`src/rtl/calc_pkg.sv`:
```
// Shared key codes, ALU opcode encodings and sequencer states for the
// calculator key sequencer and its operand accumulator.
package calc_pkg;

    localparam logic [3:0] KEY_PLUS  = 4'd10;
    localparam logic [3:0] KEY_MINUS = 4'd11;
    localparam logic [3:0] KEY_MUL   = 4'd12;
    localparam logic [3:0] KEY_DIV   = 4'd13;
    localparam logic [3:0] KEY_ENTER = 4'd14;
    localparam logic [3:0] KEY_NONE  = 4'd15;

    localparam logic [1:0] OP_ADD = 2'b00;
    localparam logic [1:0] OP_SUB = 2'b01;
    localparam logic [1:0] OP_MUL = 2'b10;
    localparam logic [1:0] OP_DIV = 2'b11;

    typedef enum logic [2:0] {
        A_SIGN,
        A_DIG,
        OPER,
        B_SIGN,
        B_DIG,
        EXEC,
        WAIT,
        SHOW
    } state_t;

    function automatic logic is_digit(input logic [3:0] k);
        return k <= 4'd9;
    endfunction

    function automatic logic is_oper(input logic [3:0] k);
        return (k >= KEY_PLUS) && (k <= KEY_DIV);
    endfunction

    // Operator keys are contiguous from '+', so the opcode is the offset.
    function automatic logic [1:0] op_from_key(input logic [3:0] k);
        logic [3:0] d;
        d = k - KEY_PLUS;
        return d[1:0];
    endfunction

endpackage

```
`src/rtl/calc_key_sequencer_if.sv`:
```
// Key input, arithmetic-unit handshake and display/status bundle of the
// calculator key sequencer.
interface calc_key_sequencer_if #(
    parameter int W = 11
);
    logic                key_valid;
    logic [3:0]          key_code;
    logic signed [W-1:0] op_a;
    logic signed [W-1:0] op_b;
    logic [1:0]          op_sel;
    logic                alu_start;
    logic                alu_done;
    logic signed [W-1:0] alu_result;
    logic                alu_err;
    logic signed [W-1:0] result;
    logic                result_valid;
    logic                busy;
    logic                err;

    modport slave (
        input  key_valid, key_code, alu_done, alu_result, alu_err,
        output op_a, op_b, op_sel, alu_start, result, result_valid, busy, err
    );

    modport master (
        output key_valid, key_code, alu_done, alu_result, alu_err,
        input  op_a, op_b, op_sel, alu_start, result, result_valid, busy, err
    );
endinterface

```
`src/rtl/calc_operand_acc.sv`:
```
// Decimal digit accumulator with digit-count limit and sign; shared between
// operand A and operand B, cleared after each commit.
module calc_operand_acc
    import calc_pkg::*;
#(
    parameter int W          = 11,
    parameter int MAX_DIGITS = 3
) (
    input  logic                clk,
    input  logic                rst,
    input  logic                sign_en,
    input  logic                sign_neg,
    input  logic                digit_en,
    input  logic [3:0]          digit,
    input  logic                clr,
    output logic signed [W-1:0] value
);
    localparam int CW = $clog2(MAX_DIGITS + 1);

    logic [W-1:0]  acc_q, acc_d;
    logic [CW-1:0] cnt_q, cnt_d;
    logic          neg_q, neg_d;

    always_comb begin
        acc_d = acc_q;
        cnt_d = cnt_q;
        neg_d = neg_q;
        if (clr) begin
            acc_d = '0;
            cnt_d = '0;
            neg_d = 1'b0;
        end else begin
            if (sign_en) begin
                neg_d = sign_neg;
            end
            // Excess digits are dropped silently; the product wraps at W bits.
            if (digit_en && (cnt_q < CW'(MAX_DIGITS))) begin
                acc_d = acc_q * W'(10) + W'(digit);
                cnt_d = cnt_q + CW'(1);
            end
        end
    end

    always_ff @(posedge clk or negedge rst) begin
        if (!rst) begin
            acc_q <= '0;
            cnt_q <= '0;
            neg_q <= 1'b0;
        end else begin
            acc_q <= acc_d;
            cnt_q <= cnt_d;
            neg_q <= neg_d;
        end
    end

    assign value = neg_q ? -acc_q : acc_q;

endmodule

```
`src/rtl/calc_key_sequencer.sv`:
```
// Calculator key sequencer: gathers two signed operands and an operator from
// keypad events, launches the ALU and holds its result. Define
// CALC_SEQ_CHAIN_EN to let an operator key in SHOW chain on the last result.
module calc_key_sequencer
    import calc_pkg::*;
#(
    parameter int W          = 11,
    parameter int MAX_DIGITS = 3,
    parameter int TIMEOUT    = 255
) (
    input  logic                 clk,
    input  logic                 rst,
    calc_key_sequencer_if.slave  bus
);
    localparam int TW = $clog2(TIMEOUT + 1);

    state_t              state_q, state_d;
    logic signed [W-1:0] op_a_q, op_a_d;
    logic signed [W-1:0] op_b_q, op_b_d;
    logic [1:0]          op_sel_q, op_sel_d;
    logic signed [W-1:0] result_q, result_d;
    logic                rv_q, rv_d;
    logic                err_q, err_d;
    logic [TW-1:0]       cnt_q, cnt_d;

    logic                acc_sign_en, acc_sign_neg, acc_digit_en, acc_clr;
    logic signed [W-1:0] acc_value;

    logic [3:0] key;
    logic       busy;
    logic       key_fire;
    logic       chain_op;
    state_t     dig_state;

    assign key       = bus.key_code;
    assign busy      = (state_q == EXEC) || (state_q == WAIT);
    assign key_fire  = bus.key_valid && !busy && (key != KEY_NONE);
    assign dig_state = (state_q == B_SIGN) ? B_DIG : A_DIG;

`ifdef CALC_SEQ_CHAIN_EN
    assign chain_op = (state_q == SHOW) && is_oper(key);
`else
    assign chain_op = 1'b0;
`endif

    calc_operand_acc #(
        .W          (W),
        .MAX_DIGITS (MAX_DIGITS)
    ) u_acc (
        .clk      (clk),
        .rst      (rst),
        .sign_en  (acc_sign_en),
        .sign_neg (acc_sign_neg),
        .digit_en (acc_digit_en),
        .digit    (key),
        .clr      (acc_clr),
        .value    (acc_value)
    );

    always_comb begin
        state_d      = state_q;
        op_a_d       = op_a_q;
        op_b_d       = op_b_q;
        op_sel_d     = op_sel_q;
        result_d     = result_q;
        rv_d         = rv_q;
        err_d        = err_q;
        cnt_d        = cnt_q;
        acc_sign_en  = 1'b0;
        acc_sign_neg = 1'b0;
        acc_digit_en = 1'b0;
        acc_clr      = 1'b0;

        case (state_q)
            // SHOW treats a key exactly like A_SIGN once the display is dropped.
            A_SIGN, B_SIGN, SHOW: begin
                if (key_fire) begin
                    err_d = 1'b0;
                    rv_d  = 1'b0;
                    if (chain_op) begin
                        op_a_d   = result_q;
                        op_sel_d = op_from_key(key);
                        state_d  = B_SIGN;
                    end else if ((key == KEY_PLUS) || (key == KEY_MINUS)) begin
                        acc_sign_en  = 1'b1;
                        acc_sign_neg = (key == KEY_MINUS);
                        state_d      = dig_state;
                    end else if (is_digit(key)) begin
                        acc_sign_en  = 1'b1;
                        acc_digit_en = 1'b1;
                        state_d      = dig_state;
                    end else if (state_q == SHOW) begin
                        state_d = A_SIGN;
                    end
                end
            end
            A_DIG, B_DIG: begin
                if (key_fire) begin
                    err_d = 1'b0;
                    if (is_digit(key)) begin
                        acc_digit_en = 1'b1;
                    end else if (key == KEY_ENTER) begin
                        acc_clr = 1'b1;
                        if (state_q == A_DIG) begin
                            op_a_d  = acc_value;
                            state_d = OPER;
                        end else begin
                            op_b_d  = acc_value;
                            state_d = EXEC;
                        end
                    end
                end
            end
            OPER: begin
                if (key_fire) begin
                    err_d = 1'b0;
                    if (is_oper(key)) begin
                        op_sel_d = op_from_key(key);
                        state_d  = B_SIGN;
                    end
                end
            end
            EXEC: begin
                // The launch cycle counts as the first cycle of the timeout.
                cnt_d   = TW'(1);
                state_d = WAIT;
            end
            WAIT: begin
                if (bus.alu_done) begin
                    result_d = bus.alu_result;
                    err_d    = bus.alu_err;
                    rv_d     = 1'b1;
                    state_d  = SHOW;
                end else if (cnt_q == TW'(TIMEOUT - 1)) begin
                    result_d = '0;
                    err_d    = 1'b1;
                    rv_d     = 1'b0;
                    state_d  = A_SIGN;
                end else begin
                    cnt_d = cnt_q + TW'(1);
                end
            end
            default: state_d = A_SIGN;
        endcase
    end

    always_ff @(posedge clk or negedge rst) begin
        if (!rst) begin
            state_q  <= A_SIGN;
            op_a_q   <= '0;
            op_b_q   <= '0;
            op_sel_q <= OP_ADD;
            result_q <= '0;
            rv_q     <= 1'b0;
            err_q    <= 1'b0;
            cnt_q    <= '0;
        end else begin
            state_q  <= state_d;
            op_a_q   <= op_a_d;
            op_b_q   <= op_b_d;
            op_sel_q <= op_sel_d;
            result_q <= result_d;
            rv_q     <= rv_d;
            err_q    <= err_d;
            cnt_q    <= cnt_d;
        end
    end

    assign bus.op_a         = op_a_q;
    assign bus.op_b         = op_b_q;
    assign bus.op_sel       = op_sel_q;
    assign bus.alu_start    = (state_q == EXEC);
    assign bus.result       = result_q;
    assign bus.result_valid = rv_q;
    assign bus.busy         = busy;
    assign bus.err          = err_q;

endmodule

```
`src/flat_wrapper.sv`:
```
// flat-port wrapper written by rule: the top's interface ports become plain ports
module calc_key_sequencer_flat import calc_pkg::*;
#(
    parameter int W          = 11,
    parameter int MAX_DIGITS = 3,
    parameter int TIMEOUT    = 255
)
  (clk, rst, bus_key_valid, bus_key_code, bus_alu_done, bus_alu_result, bus_alu_err, bus_op_a, bus_op_b, bus_op_sel, bus_alu_start, bus_result, bus_result_valid, bus_busy, bus_err);
  calc_key_sequencer_if #(.W(W)) bus_i ();
  input  logic clk;
  input  logic rst;
  input wire logic [$bits(bus_i.key_valid)-1:0] bus_key_valid;
  input wire logic [$bits(bus_i.key_code)-1:0] bus_key_code;
  input wire logic [$bits(bus_i.alu_done)-1:0] bus_alu_done;
  input wire logic [$bits(bus_i.alu_result)-1:0] bus_alu_result;
  input wire logic [$bits(bus_i.alu_err)-1:0] bus_alu_err;
  output wire logic [$bits(bus_i.op_a)-1:0] bus_op_a;
  output wire logic [$bits(bus_i.op_b)-1:0] bus_op_b;
  output wire logic [$bits(bus_i.op_sel)-1:0] bus_op_sel;
  output wire logic [$bits(bus_i.alu_start)-1:0] bus_alu_start;
  output wire logic [$bits(bus_i.result)-1:0] bus_result;
  output wire logic [$bits(bus_i.result_valid)-1:0] bus_result_valid;
  output wire logic [$bits(bus_i.busy)-1:0] bus_busy;
  output wire logic [$bits(bus_i.err)-1:0] bus_err;
  assign bus_i.key_valid = bus_key_valid;
  assign bus_i.key_code = bus_key_code;
  assign bus_i.alu_done = bus_alu_done;
  assign bus_i.alu_result = bus_alu_result;
  assign bus_i.alu_err = bus_alu_err;
  assign bus_op_a = bus_i.op_a;
  assign bus_op_b = bus_i.op_b;
  assign bus_op_sel = bus_i.op_sel;
  assign bus_alu_start = bus_i.alu_start;
  assign bus_result = bus_i.result;
  assign bus_result_valid = bus_i.result_valid;
  assign bus_busy = bus_i.busy;
  assign bus_err = bus_i.err;
  calc_key_sequencer #(.W(W), .MAX_DIGITS(MAX_DIGITS), .TIMEOUT(TIMEOUT)) u_core (.clk(clk), .rst(rst), .bus(bus_i));
endmodule
```
`config.mk`:
```
export PLATFORM = sky130hd
export DESIGN_NAME = calc_key_sequencer_flat
export DESIGN_NICKNAME = d
export VERILOG_FILES = /design/src/rtl/calc_pkg.sv /design/src/rtl/calc_key_sequencer_if.sv /design/src/rtl/calc_operand_acc.sv /design/src/rtl/calc_key_sequencer.sv /design/src/flat_wrapper.sv
export SDC_FILE = /design/constraint.sdc
export NUM_CORES = 1
export LEC_CHECK = 0
export BUFFER_PORTS_ARGS = -buffer_cell sky130_fd_sc_hd__buf_2
export CORE_ASPECT_RATIO = 0.5
export CORE_UTILIZATION = 55
export CTS_CLUSTER_SIZE = 20
export DETAILED_ROUTE_END_ITERATION = 7
export PLACE_DENSITY = 0.87
export SKIP_LAST_GASP = 1
export SLEW_MARGIN = 0
export SYNTH_ARGS = -nofsm -noshare
export SYNTH_HDL_FRONTEND = slang
export SYNTH_HIERARCHICAL = 1
export SYNTH_SLANG_ARGS = --single-unit
```
`constraint.sdc`:
```
create_clock -name clk -period 2.7 [get_ports clk]
set_input_delay 0.54 -clock clk [delete_from_list [all_inputs] [get_ports clk]]
set_output_delay 0.54 -clock clk [all_outputs]
set_load 0.02 [all_outputs]
```
Word level (Yosys, flattened, before mapping)
Cells that the tools add are included. W data, S select, Z words.

Logic and storage cells: 119. Register bits: 62.

Equal/unequal tests: 23. $mul: 1. Reductions and logical operators: 25. Magnitude comparators: 4. Bitwise gates (word level): 2. Add/subtract/negate cells: 5. Mux-type cells: 48.

Operator list (number): $mux W11 (5); $mux W3 (13); $mux W1 (21); $mux W8 (2); $pmux W8 S2 (1); $pmux W3 S5 (1); $eq A3 B3 Y1 const B (4); $eq A4 B4 Y1 const B (3); $ne A2 B1 Y1 const B (6); $reduce_and A3 Y1 (4); $reduce_bool A2 Y1 (6); $add A11 B4 Y11 (1); $mul A11 B3 Y10 const B (1); $neg A11 Y11 (1); $reduce_and A5 Y1 (2); $add A8 B1 Y8 const B (1); $eq A8 B8 Y1 const B (1); $le A4 B4 Y1 const B (2); $reduce_and A8 Y1 (1); $eq A3 B2 Y1 const B (2); $ne A2 B2 Y1 const B (3); $pmux W1 S2 (3); $reduce_or A6 Y1 (1); $ge A4 B4 Y1 const B (1); 16 further kinds (22).

Logic depth before layout (Yosys ltp)
Depth after elaboration: 10. Depth in mapped cells: 10. Gate-level depth less buffers: 10.

By module
Netlist, hierarchy kept.

By module, submodules not included: calc_key_sequencer (times used 1, area an instance 2214.6 um^2, sequential area each 1201.2 um^2, cells an instance 196); calc_operand_acc (times used 1, area an instance 1361.3 um^2, sequential area each 350.3 um^2, cells an instance 151).

Least setup slack after synthesis
No wires, ideal clock.

Path type: reg2reg. Start: register u_core.u_acc.acc_q[1]. End: register u_core.u_acc.acc_q[9]. Stages on the path, launching flop included: 11. Path slack: 0.256 ns. Arrival time: 2.357 ns. Setup time: 0.087 ns. Data required time: 2.613 ns. Buffers on the path: 0. Period minus slack after synthesis: 2.444 ns. Cell sequence: dfrtp_1 -> ha_1 -> ha_1 -> inv_1 -> fa_1 -> and2b_1 -> o22ai_1 -> xnor2_1 -> nand3_1 -> xor2_1 -> a211oi_2.

Longest elaborated chain between the ends: 4.

RTL lines: start: declaration (line calc_operand_acc.sv:20) `logic [W-1:0] acc_q, acc_d;`; start signal: assignment (line calc_operand_acc.sv:46) `acc_q <= '0;`; start signal: assignment (line calc_operand_acc.sv:50) `acc_q <= acc_d;`; $mul A11 B3 Y10 (line calc_operand_acc.sv:38) `acc_d = acc_q * W'(10) + W'(digit);`; $add A11 B4 Y11 (line calc_operand_acc.sv:38); $mux W11 (line calc_operand_acc.sv:37) `if (digit_en && (cnt_q < CW'(MAX_DIGITS))) begin`; $mux W11 (line calc_operand_acc.sv:28) `if (clr) begin`.

Every way passes these cells. The select of a mux whose other input is x is not followed. A chain may end at the register's enable or synchronous reset.

Final worst setup path
Start: register u_core.u_acc.acc_q[3]. End: register u_core.u_acc.acc_q[10].

Same word-level chain as after synthesis.

==> results.cfg <==
[run_status]
outcome = complete, no violations

[place]
place_congestion = 0.833
dp_hpwl_mm = 5.50
io_buffers = 58
placed_cell_area_um2 = 3940

[grt]
grtUsageMet2_pct = 42.3
met3_usage_pct = 7.06
met1_usage_pct = 33.7
antenna_found_initial = 0
grtUsageTotal_pct = 26.0
grt_pass1_vias = 2765
top_usage_layer = met2
grt_pass1_wl_mm = 13.3
grt_max_degree = 63
gr-total-overflow = 0

[floorplanning]
die_y_um = 59.0
die_width_um = 116
io_pins = 59
die_area_um2 = 6850
coreArea_um2 = 6180
std_cell_rows = 20
start_util_pct = 57.9

[logic_synthesis]
avgSynthCellArea_um2 = 10.3
synth_edf_count = 0
synth_nets = 389
synth-seq-cells = 62
synth_top_area_share_pct = 43.4
synthAdderAreaFrac_pct = 8.12
synth_largest_area_cell = dfrtp_1
async_flop_share_pct = 100
dominantRegCellSynth = dfrtp_1
synth_common_cells = dfrtp_1 (62), nand2_1 (30), nor2_1 (27)
yosys-top-cells-area = dfrtp_1 (43%), mux2_2 (7.6%), ha_1 (7.0%)
synthMuxAreaShare_pct = 8.12
synth-simple-area-share_pct = 14.5
yosysSeqAreaShare_pct = 43.4
synthXorXnorAreaFrac_pct = 7.31
synth_cells = 347
ys_warn_count = 6
post_synth_instance_area_um2 = 3580
synthMostInstantiatedCell = dfrtp_1
synth_cell_type_count = 52
synth_top_family_by_area = compound AO/OA/AOI/OAI gates
synth_compound_area_share_pct = 14.9

[timing]
setup_tns_ns = 0
final.setup_skew_ns = 0.00537
fmax_mhz = 382
period_share_pct = 97.0
holdWs_ns = 0.192
rsz0062_at_grt = true
hold_viol = 0
slew_headroom_pct = 14.5
tightest_slew_ns = 1.27
setup_viol = 0
post-route-min-period_ns = 2.62
drv_slew = 0

[setup_path]
reg2reg_from = u_core/u_acc/acc_q[3]$_DFFE_PN0P_
required_ns = 2.93
end_kind = flop
critPathKind = flop to flop
reg2reg_depth = 9
crit_start = u_core/u_acc/acc_q[3]$_DFFE_PN0P_
start_kind = flop
cp_max_fo = 4
crit_arrival_ns = 2.85

[run]
cap_violations = 0

[pwr]
p_total_mw = 5.87
pwr_density_cell_nw_per_um2 = 1370
ir_drop_mv = 0.549
p_leak_nw = 2.10

[cts]
clkTransAtPathRegs_ns = 0.05
cts_sinks = 62
cts_made_buffers = 9
cts_tree = done
cts_max_path_buffers = 2
clk_latency_ns = 0.34
cts.htree.levels = 3
clockRootBuffer = clkbuf_16

[finish]
drive_gt1_share_pct = 27.7
fin_area_um2 = 4290
multi_input_area_um2 = 1910
ff_latch_area_um2 = 1550
syn_to_final_growth_pct = 19.9
diodes = 0
fillCellCount = 473
layout.nets = 448

[route]
ant_nets = 0
wl_per_cell_um = 16.2
drc = 0
firstDrtPassIters = 4
drtIter0Drc = 193
vias = 2867
viasPerCell = 5.75
wl_mm = 8.08

[worst_hold_path]
min_path_type = input pin to asynchronous set/reset pin
critical path: stages, from the launching register on:
cell and delay [ns]:
dfrtp_1 0.38, buf_4 0.16, ha_1 0.30, ha_1 0.39
o21ai_1 0.12, or4b_1 0.51, o2111ai_2 0.14, nand4_2 0.12
xnor2_1 0.15, a211oi_1 0.25
registers in the layout, indices dropped and copies added (netlist names):
signal                   flops
u_core/bus.op_a             11
u_core/bus.op_b             11
u_core/bus.result           11
u_core/u_acc/acc_q          11
u_core/cnt_q                 8
u_core/state_q               3
u_core/bus.op_sel            2
u_core/u_acc/cnt_q           2
u_core/bus.err               1
u_core/bus.result_valid      1
u_core/u_acc/neg_q           1
per-layer routing:
layer,vias to the layer above,wire length (µm)
met5,-,0
met4,0,159
met3,20,312
met2,62,4050
met1,1416,3550
li1,1369,-
final cells by class:
cell class	instances	area share [%]
clock inverters	5	1.90
clock buffers	11	5.89
repair buffers	63	7.93
multi-input cells	258	44.5
inverters	12	1.05
well taps	88	2.57
flip-flops and latches	62	36.2
path summary, 6_finish.rpt:
path,slack [ns],to
min in group clk,0.43,u_core/bus.result[8]$_DFFE_PN0P_
worst min-delay path,0.19,u_core/u_acc/acc_q[9]$_DFFE_PN0P_
worst min register to register,0.49,u_core/bus.result[1]$_DFFE_PN0P_
max in group asynchronous,2.21,u_core/u_acc/acc_q[3]$_DFFE_PN0P_
worst max-delay path,0.08,u_core/u_acc/acc_q[10]$_DFFE_PN0P_
worst max register to register,0.08,u_core/u_acc/acc_q[10]$_DFFE_PN0P_
timing repair:
action                                  4_1_cts  5_1_grt
endpoints found under the setup margin        0        3
setup buffers                                 0        0
gates resized for setup                       0        2
hold buffers                                  0        0
placed cells by master, fill, tap and decap left out, types with 5 or more instances in the layout:
master	count
nand3_1	10
clkbuf_16	9
mux2_2	24
xnor2_1	18
xor2_1	8
a22o_1	11
nor3_1	7
nor2_1	27
inv_1	12
buf_2	58
dfrtp_1	62
a21oi_1	15
ha_1	20
o21ai_0	17
nand2_1	30
a211oi_1	5
nand2b_1	5
logic make-up (layout without fill, tap and decap cells):
family | after synthesis | after routing
buf+inv | 27 | 91
compound gates | 77 | 77
fa+ha+maj | 22 | 22
flops | 62 | 62
xor+xnor | 29 | 29
mux | 26 | 26
simple gates | 104 | 104
power breakdown:
| group | total, mW | internal, mW | switching (mW) | leakage, nW |
|---|---|---|---|---|
| combinational | 2.97 | 1.31 | 1.66 | 1.14 |
| sequential | 1.61 | 1.27 | 0.342 | 0.797 |
| clock | 1.28 | 0.857 | 0.423 | 0.162 |
through the flow:
| stage | util (%) | setup WS (ns) | std cells |
|---|---|---|---|
| 2_1_floorplan | - | 0.256 | 347 |
| 3_3_place_gp | 63.7 | 0.232 | 483 |
| 3_5_place_dp | 63.7 | 0.102 | 483 |
| 4_1_cts | 69.1 | 0.0939 | 499 |
| 5_1_grt | 69.4 | -0.0275 | 499 |
| 6_report | 69.4 | 0.0808 | 499 |
(Power assumes the default switching activity.)
